===== src/rtl/outarb_pkg.sv =====
// rtl/outarb_pkg.sv - shared flit type encodings, port widths, FSM states and index helpers
package outarb_pkg;

  localparam int TYPEW        = 1;
  localparam int PORTW        = 3;
  localparam int OUTARB_NPORT = 5;

  localparam logic [TYPEW:0] TYPE_HEAD     = 2'b00;
  localparam logic [TYPEW:0] TYPE_BODY     = 2'b01;
  localparam logic [TYPEW:0] TYPE_TAIL     = 2'b10;
  localparam logic [TYPEW:0] TYPE_HEADTAIL = 2'b11;

  typedef enum logic {
    S_IDLE   = 1'b0,
    S_LOCKED = 1'b1
  } state_t;

  // (a + b) mod OUTARB_NPORT for a in 0..4 and b in 0..5; one conditional subtract suffices
  function automatic logic [PORTW-1:0] port_add(input logic [PORTW-1:0] a,
                                                input logic [PORTW-1:0] b);
    logic [PORTW:0] s;
    s = {1'b0, a} + {1'b0, b};
    if (s >= (PORTW+1)'(OUTARB_NPORT)) s = s - (PORTW+1)'(OUTARB_NPORT);
    return s[PORTW-1:0];
  endfunction

  // true for flit types that end a packet and so release the output
  function automatic logic is_tail(input logic [TYPEW:0] t);
    logic r;
    r = 1'b0;
    case (t)
      TYPE_TAIL, TYPE_HEADTAIL: r = 1'b1;
      TYPE_HEAD, TYPE_BODY:     r = 1'b0;
    endcase
    return r;
  endfunction

endpackage


===== src/rtl/outarb_rrpick.sv =====
// rtl/outarb_rrpick.sv - combinational 5-way round-robin picker, reusable by the VC allocator
module outarb_rrpick
  import outarb_pkg::*;
(
  input  logic [OUTARB_NPORT-1:0] req,
  input  logic [PORTW-1:0]        last,
  output logic [OUTARB_NPORT-1:0] gnt,
  output logic [PORTW-1:0]        idx
);

  logic             found;
  logic [PORTW-1:0] cand;

  // search last+1, last+2, ... mod 5 and take the first requester found
  always_comb begin
    gnt   = '0;
    idx   = '0;
    found = 1'b0;
    cand  = '0;
    for (int k = 1; k <= OUTARB_NPORT; k++) begin
      cand = port_add(last, PORTW'(k));
      if (!found && req[cand]) begin
        found     = 1'b1;
        gnt[cand] = 1'b1;
        idx       = cand;
      end
    end
  end

endmodule


===== src/rtl/outarb.sv =====
// rtl/outarb.sv - per-output wormhole switch allocator; OUTARB_STATS_EN adds flit/stall counters
module outarb
  import outarb_pkg::*;
#(
  parameter int ROUTERID = 0,
  parameter int OPORT    = 0
) (
  input  logic                    clk,
  input  logic                    rst_,
  input  logic [OUTARB_NPORT-1:0] req,
  input  logic                    ivalid,
  input  logic [TYPEW:0]          itype,
  output logic [OUTARB_NPORT-1:0] grt,
  output logic [PORTW-1:0]        sel,
`ifdef OUTARB_STATS_EN
  output logic [15:0]             flit_cnt,
  output logic [15:0]             stall_cnt,
`endif
  output logic                    busy
);

  state_t                  state, state_n;
  logic [OUTARB_NPORT-1:0] grt_n;
  logic [PORTW-1:0]        sel_n;
  logic [PORTW-1:0]        last, last_n;
  logic [OUTARB_NPORT-1:0] pick_gnt;
  logic [PORTW-1:0]        pick_idx;

  // ROUTERID/OPORT identify the instance for debug only
  logic [31:0] unused_cfg;
  assign unused_cfg = 32'(ROUTERID) ^ 32'(OPORT);

  outarb_rrpick u_rrpick (
    .req  (req),
    .last (last),
    .gnt  (pick_gnt),
    .idx  (pick_idx)
  );

  assign busy = (state == S_LOCKED);

  // state, grant, select and round-robin pointer registers
  always_ff @(posedge clk) begin
    if (!rst_) begin
      state <= S_IDLE;
      grt   <= '0;
      sel   <= '0;
      last  <= PORTW'(OUTARB_NPORT - 1);
    end else begin
      state <= state_n;
      grt   <= grt_n;
      sel   <= sel_n;
      last  <= last_n;
    end
  end

  // grant on any request when idle; hold the lock until a tail flit actually crosses
  always_comb begin
    state_n = state;
    grt_n   = grt;
    sel_n   = sel;
    last_n  = last;
    case (state)
      S_IDLE: begin
        if (|req) begin
          state_n = S_LOCKED;
          grt_n   = pick_gnt;
          sel_n   = pick_idx;
          last_n  = pick_idx;
        end
      end
      S_LOCKED: begin
        if (ivalid && is_tail(itype)) begin
          state_n = S_IDLE;
          grt_n   = '0;
          sel_n   = '0;
        end
      end
      default: state_n = S_IDLE;
    endcase
  end

`ifdef OUTARB_STATS_EN
  // saturating counters of forwarded flits and of locked cycles spent waiting on a flit
  always_ff @(posedge clk) begin
    if (!rst_) begin
      flit_cnt  <= '0;
      stall_cnt <= '0;
    end else begin
      if (ivalid && (flit_cnt != 16'hFFFF))
        flit_cnt <= flit_cnt + 16'd1;
      if ((state == S_LOCKED) && !ivalid && (stall_cnt != 16'hFFFF))
        stall_cnt <= stall_cnt + 16'd1;
    end
  end
`else
  // no counters in this build; arbitration is unaffected
`endif

endmodule


===== config.mk =====
export PLATFORM = sky130hd
export DESIGN_NAME = outarb
export DESIGN_NICKNAME = d
export VERILOG_FILES = /design/src/rtl/outarb_pkg.sv /design/src/rtl/outarb_rrpick.sv /design/src/rtl/outarb.sv
export SDC_FILE = /design/constraint.sdc
export NUM_CORES = 1
export LEC_CHECK = 0
export ABC_CLOCK_PERIOD_IN_PS = 8500
export CAP_MARGIN = 30
export CORE_MARGIN = 2
export CORE_UTILIZATION = 62
export DETAILED_ROUTE_END_ITERATION = 7
export PLACE_DENSITY = 0.86
export RECOVER_POWER = 25
export SLEW_MARGIN = 20
export SYNTH_ARGS = -nofsm -noshare
export SYNTH_HDL_FRONTEND = slang
export SYNTH_HIERARCHICAL = 1
export SYNTH_SLANG_ARGS = --single-unit

===== constraint.sdc =====
create_clock -name clk -period 8.5 [get_ports clk]
set_input_delay 1.7 -clock clk [delete_from_list [all_inputs] [get_ports clk]]
set_output_delay 1.7 -clock clk [all_outputs]
set_load 0.02 [all_outputs]

==> results of run 1 <==
[critical path: cells and delay by family]
family	cells	cell delay [ns]
and+or+nand+nor	5	0.90
buffers and inverters	1	0.64
muxes	1	0.08
AOI/OAI and AO/OA	4	1.01
[through the flow]
stage	util	setup slack (ns)
6_report	0.715	4.31
4_1_cts	0.715	4.37
3_5_place_dp	0.707	4.11
5_1_grt	0.715	4.15
3_3_place_gp	0.707	4.16
2_1_floorplan	-	5.07
[sequential cells by signal (all words and copies together) (netlist names)]
register / cells
last: 3
busy: 1
grt: 5
sel: 3
[final cells by class]
| type | instances | share of cell area |
|---|---|---|
| inverters | 10 | 0.0189 |
| well taps | 31 | 0.0195 |
| multi-input cells | 199 | 0.740 |
| flip-flops and latches | 12 | 0.121 |
| clock buffers | 3 | 0.0113 |
| repair buffers | 18 | 0.0894 |
[final timing paths]
kind,startpoint,to,slack [ns],cells past startpoint
worst min-delay path,sel[1],sel[1],0.47,2
worst min register to register,sel[1],sel[1],0.47,2
worst max-delay path,req[1],last[2],4.31,11
worst max register to register,last[1],last[2],4.54,12
[routing by layer]
layer | track usage | up-vias
met4 | 0.0598 | 0
li1 | - | 873
met3 | 0.0484 | 11
met5 | 0 | -
met2 | 0.451 | 80
met1 | 0.405 | 855
[cells in the mapped netlist (all sizes together), types with 2 or more instances]
master / instances
or2: 5
o21ai: 13
dfxtp: 12
a211oi: 4
mux2i: 19
nand2: 32
and4: 3
nor2b: 8
nor2: 13
a221o: 2
nor3: 4
nand4: 4
o21bai: 3
a21boi: 2
a22oi: 2
o31ai: 2
buf: 7
ha: 10
clkbuf: 3
nand3: 16
a21oi: 7
a31oi: 2
or3: 2
inv: 10
o211ai: 2
o2111ai: 2
xnor2: 4
mux2: 3
or4: 3
o311ai: 2
nand2b: 11
o221a: 2
[kinds of logic (layout without fill, tap and decap cells)]
| logic type | after synthesis | count (layout) | synth area share |
|---|---|---|---|
| AOI/OAI and AO/OA | 52 | 52 | 0.236 |
| DFF | 12 | 12 | 0.131 |
| muxes | 23 | 23 | 0.136 |
| and+or+nand+nor | 109 | 109 | 0.327 |
| buffers and inverters | 20 | 31 | 0.0681 |
| adders and majority gates | 11 | 11 | 0.0790 |
| xor gates and xnor gates | 4 | 4 | 0.0232 |
==> results by group, run 1 <==
Run
  – MaxCap Viol Count: 0

Final layout
  – Layout cells sized above 1: 0.145
  – Layout Nets: ~270
  – Layout area overhead: 8.24%
  – FF+latch area: ~240 sq um
  – Most common cell after layout, fill and taps aside: nand2_1
  – N_diodes: 0
  – Multi-input gate area: approximately 1500 sq um
  – Post-route insts no fill: ~270
  – # fillers: between 200 and 250
  – Most frequent cells in the layout: 32 x nand2_1, 19 x mux2i_1, 16 x nand3_1, 13 x nor2_1
  – Final Cell Area: a little under 2000 sq um

Detailed routing
  – Initial drt markers: between 100 and 150
  – Drc violations: 0
  – WL met2: between 2 and 2.5 mm
  – Routed met3 length: 335 microns
  – Wire per inst: around 17 microns
  – WL met1: slightly above 2 mm
  – TritonRoute pass-1 iters: 4
  – DR vias/cell: 6.66
  – Via count: between 1500 and 2000
  – Post-Route WL: about 4.5 mm
  – Top layer reached by signal wires: met4
  – Detail Route Antenna Nets: 0

Global route
  – Pin count of the biggest net entering global routing: 31
  – Initial antenna violation count: 0
  – First-pass GRT wire length: roughly 7.6 mm
  – Global-route usage over all layers: 0.285
  – GRT overflow: 0
  – Vias in the first global route: ~1600

Synthesis
  – Syn nets: roughly 250
  – Post-synth top area share: 0.131
  – Post-synth top area cell: dfxtp_1
  – Synth area leaders: dfxtp_1 13%, mux2i_1 10%, ha_1 6.8%
  – Post-synth EDFFs: 0
  – Synthesis warning total: 6
  – Distinct cells, synth: 67
  – Post-synthesis cell area: ~1800 sq um
  – Async S/R FF share, synth: 0
  – Post-synthesis sequential area ratio: 0.131
  – Most used DFF post-synth: dfxtp_1
  – Gate Count Post-Synth: around 230
  – Syn_area_per_cell: roughly 8.0 sq um
  – Synth Register Bits: 12

Worst setup path
  – Data arrival, critical path: around 4.3 ns
  – Worst Path Max Fanout: 9
  – Setup crit end kind: flip-flop
  – Setup CP Type: input port to flip-flop
  – Cell Chain, Critical Path: clkdlybuf4s50_1 -> or2_2 -> a221o_1 -> nand2_1 -> o31a_2 -> nor2_1 -> and3_1 -> a211oi_1 -> o21ai_0 -> nor2b_1 -> mux2i_1
  – CP Data Required Time: around 8.6 ns
  – Crit-path max cell delay: between 0.6 and 0.7 ns
  – Worst setup SP type: input port
  – Slowest library cell on the worst path: clkdlybuf4s50_1

Clocking
  – Post-cts gate resize count: 0
  – Clock slew at reported path FFs: 0.07 ns
  – Worst skew pair latency: ~0.27 ns
  – CTS tree: built
  – Root Driver: clkbuf_4
  – Post-CTS Hold Buffers: 0
  – Post-CTS Setup Bufs: 0
  – Clock Path Buffers: 2
  – CTS Buf Count: 3
  – Clock sinks: 12
  – Number of H-tree levels: 1

STA
  – RSZ-0062 raised after global routing: false
  – Hold slack: between 0.4 and 0.5 ns
  – Crit share post-route: 0.493
  – Worst Tran Pin Value: about 0.67 ns
  – Min cycle time layout: approximately 4.2 ns
  – Setup TNS Final: 0 ns
  – Worst slew margin: 0.554
  – Clock skew: around 0.0071 ns
  – Final hold vios: 0
  – Final setup vio count: 0
  – Max-slew violation count: 0
  – Fmax: approximately 240 MHz

Floorplanning
  – Die area: 3410 sq um
  – Die Ht: between 50 and 60 microns
  – Core area: between 2000 and 3000 sq um
  – Row count: 19
  – Starting Density: 0.660
  – Die Span X: 58.4 microns
  – Top Ports: 19

Placed design
  – Number of port buffers: 17
  – Cell count after placement: between 200 and 300
  – Dpl hpwl: around 3.4 mm
  – Area after DPL: between 1500 and 2000 sq um
  – Placer Congestion: just over 1

Min path
  – Hold WC Path Type: flip-flop to flip-flop

Status
  – Status: finished clean
Power of run 1 is left out: the tool's default activity adds up to more than one toggle a clock period on the data nets, which glitch-free logic cannot reach.
==> run 2: changes to the inputs <==
--- a/config.mk
+++ b/config.mk
@@ -5,12 +5,12 @@
 export SDC_FILE = /design/constraint.sdc
 export NUM_CORES = 1
 export LEC_CHECK = 0
-export ABC_CLOCK_PERIOD_IN_PS = 8500
+export ABC_CLOCK_PERIOD_IN_PS = 4330
 export CAP_MARGIN = 30
 export CORE_MARGIN = 2
-export CORE_UTILIZATION = 62
+export CORE_UTILIZATION = 58
 export DETAILED_ROUTE_END_ITERATION = 7
-export PLACE_DENSITY = 0.86
+export PLACE_DENSITY = 0.81
 export RECOVER_POWER = 25
 export SLEW_MARGIN = 20
 export SYNTH_ARGS = -nofsm -noshare
==> constraint.sdc (replaced) <==
create_clock -name clk -period 4.33 [get_ports clk]
set_input_delay 0.866 -clock clk [delete_from_list [all_inputs] [get_ports clk]]
set_output_delay 0.866 -clock clk [all_outputs]
set_load 0.02 [all_outputs]
==> run 2 against run 1 <==
Routed wire length up 0.46%. Utilization fell by 4.1 points. First-iteration DRC count shrank 54%. Count of clock-buffer cells in the layout up 1. Clock skew decreased by 0.0043 ns. Critical endpoint is now grt[3]. Cell count rose by 6.2%. Hold slack gained 0.0056 ns. Cell area increased by 2.6%. Largest cell class unchanged.
==> results by group, run 2 (synthesis gave the netlist of run 1 again) <==
Worst setup path
  – Worst setup SP type: flip-flop
  – Worst Path Max Fanout: 8
  – Setup crit end kind: flip-flop
  – CP Data Required Time: ~4.5 ns
  – Setup CP Type: flip-flop to flip-flop
  – Data arrival, critical path: 3.74 ns

Status
  – Status: finished clean

Final layout
  – # fillers: approximately 270
  – FF+latch area: between 200 and 250 sq um
  – Multi-input gate area: approximately 1500 sq um
  – Utilization after layout: 0.674
  – Top reg by flops: grt
  – Layout cells sized above 1: 0.159
  – Most frequent cells in the layout: 32 x nand2_1, 19 x mux2i_1, 16 x nand3_1, 13 x nor2_1
  – Layout area overhead: 11.1%
  – Biggest regs: grt x5, last x3, sel x3
  – Layout Nets: between 200 and 300
  – N_diodes: 0
  – Flip-flop count of the largest register after layout: 5
  – Most common cell after layout, fill and taps aside: nand2_1

Floorplanning
  – Row count: 20
  – Starting Density: 0.607
  – Top Ports: 19
  – Die Span X: between 60 and 70 microns
  – Die area: between 3000 and 4000 sq um
  – Die Ht: approximately 60 microns
  – Core area: slightly above 3000 sq um

STA
  – Worst Tran Pin Value: around 0.66 ns
  – Setup TNS Final: 0 ns
  – Final hold vios: 0
  – Clock skew: approximately 0.0027 ns
  – Fmax: roughly 280 MHz
  – Final setup vio count: 0
  – RSZ-0062 raised after global routing: false
  – Max-slew violation count: 0
  – Min cycle time layout: between 3 and 4 ns
  – Crit share post-route: 0.816
  – Worst slew margin: 0.556

Global route
  – Vias in the first global route: about 1700
  – Global-route usage over all layers: 0.271
  – Initial antenna violation count: 0
  – GRT overflow: 0
  – First-pass GRT wire length: 7.51 mm
  – Pin count of the biggest net entering global routing: 30

Clocking
  – Post-cts gate resize count: 0
  – Post-CTS Hold Buffers: 0
  – Clock Path Buffers: 2
  – Number of H-tree levels: 1
  – Post-CTS Setup Bufs: 0
  – CTS Buf Count: 3
  – Root Driver: clkbuf_4
  – Clock slew at reported path FFs: 0.08 ns
  – Worst skew pair latency: between 0.2 and 0.3 ns
  – CTS tree: built
  – Clock sinks: 12

Min path
  – Hold WC Path Type: flip-flop to flip-flop

Detailed routing
  – Initial drt markers: 56
  – Via count: roughly 1800
  – Wire per inst: roughly 16 microns
  – Drc violations: 0
  – DR vias/cell: slightly above 6
  – Post-Route WL: 4.57 mm
  – Detail Route Antenna Nets: 0
  – TritonRoute pass-1 iters: 5

Placed design
  – Placer Congestion: between 0.9 and 1
  – Number of port buffers: 17
  – Dpl hpwl: about 3.4 mm

Run
  – MaxCap Viol Count: 0
run 2: worst max-delay path: stages (launching register included):
cell,delay [ns]
dfxtp_1,0.53
inv_1,0.25
ha_1,0.24
ha_1,0.34
a21oi_1,0.32
mux2_2,0.43
mux2_2,0.32
nor4b_2,0.48
nand2_1,0.13
o221ai_1,0.21
nand2_1,0.08
mux2i_1,0.14
run 2: final cells by class:
| type | count | area share |
|---|---|---|
| flip-flops and latches | 12 | 0.118 |
| multi-input cells | 199 | 0.721 |
| clock buffers | 4 | 0.0178 |
| repair buffers | 21 | 0.0981 |
| inverters | 10 | 0.0184 |
| well taps | 44 | 0.0270 |
run 2: layer usage:
layer	GRT usage	share of wire
met1	0.350	0.43
met2	0.480	0.50
met3	0.0173	0.060
met4	0.0762	0.014
met5	0	0
run 2: metrics by stage:
stage	hold WS [ns]	instance area (sq um)	setup WS [ns]	instances
3_5_place_dp	0.467	2000	0.878	286
4_1_cts	0.477	2040	0.838	290
6_report	0.471	2040	0.796	290
5_1_grt	0.499	2040	0.519	290
3_3_place_gp	0.456	2000	0.916	286
2_1_floorplan	0.549	1840	1.19	231
run 2: path summary, 6_finish.rpt:
check               start  endpoint  slack, ns  cells after the start
setup / recovery  last[1]    grt[3]       0.80                     11
hold / removal     grt[4]    grt[4]       0.47                      2
setup reg to reg  last[1]    grt[3]       0.80                     11
hold reg to reg    grt[4]    grt[4]       0.47                      2
Power of run 2 is left out for the same reason.
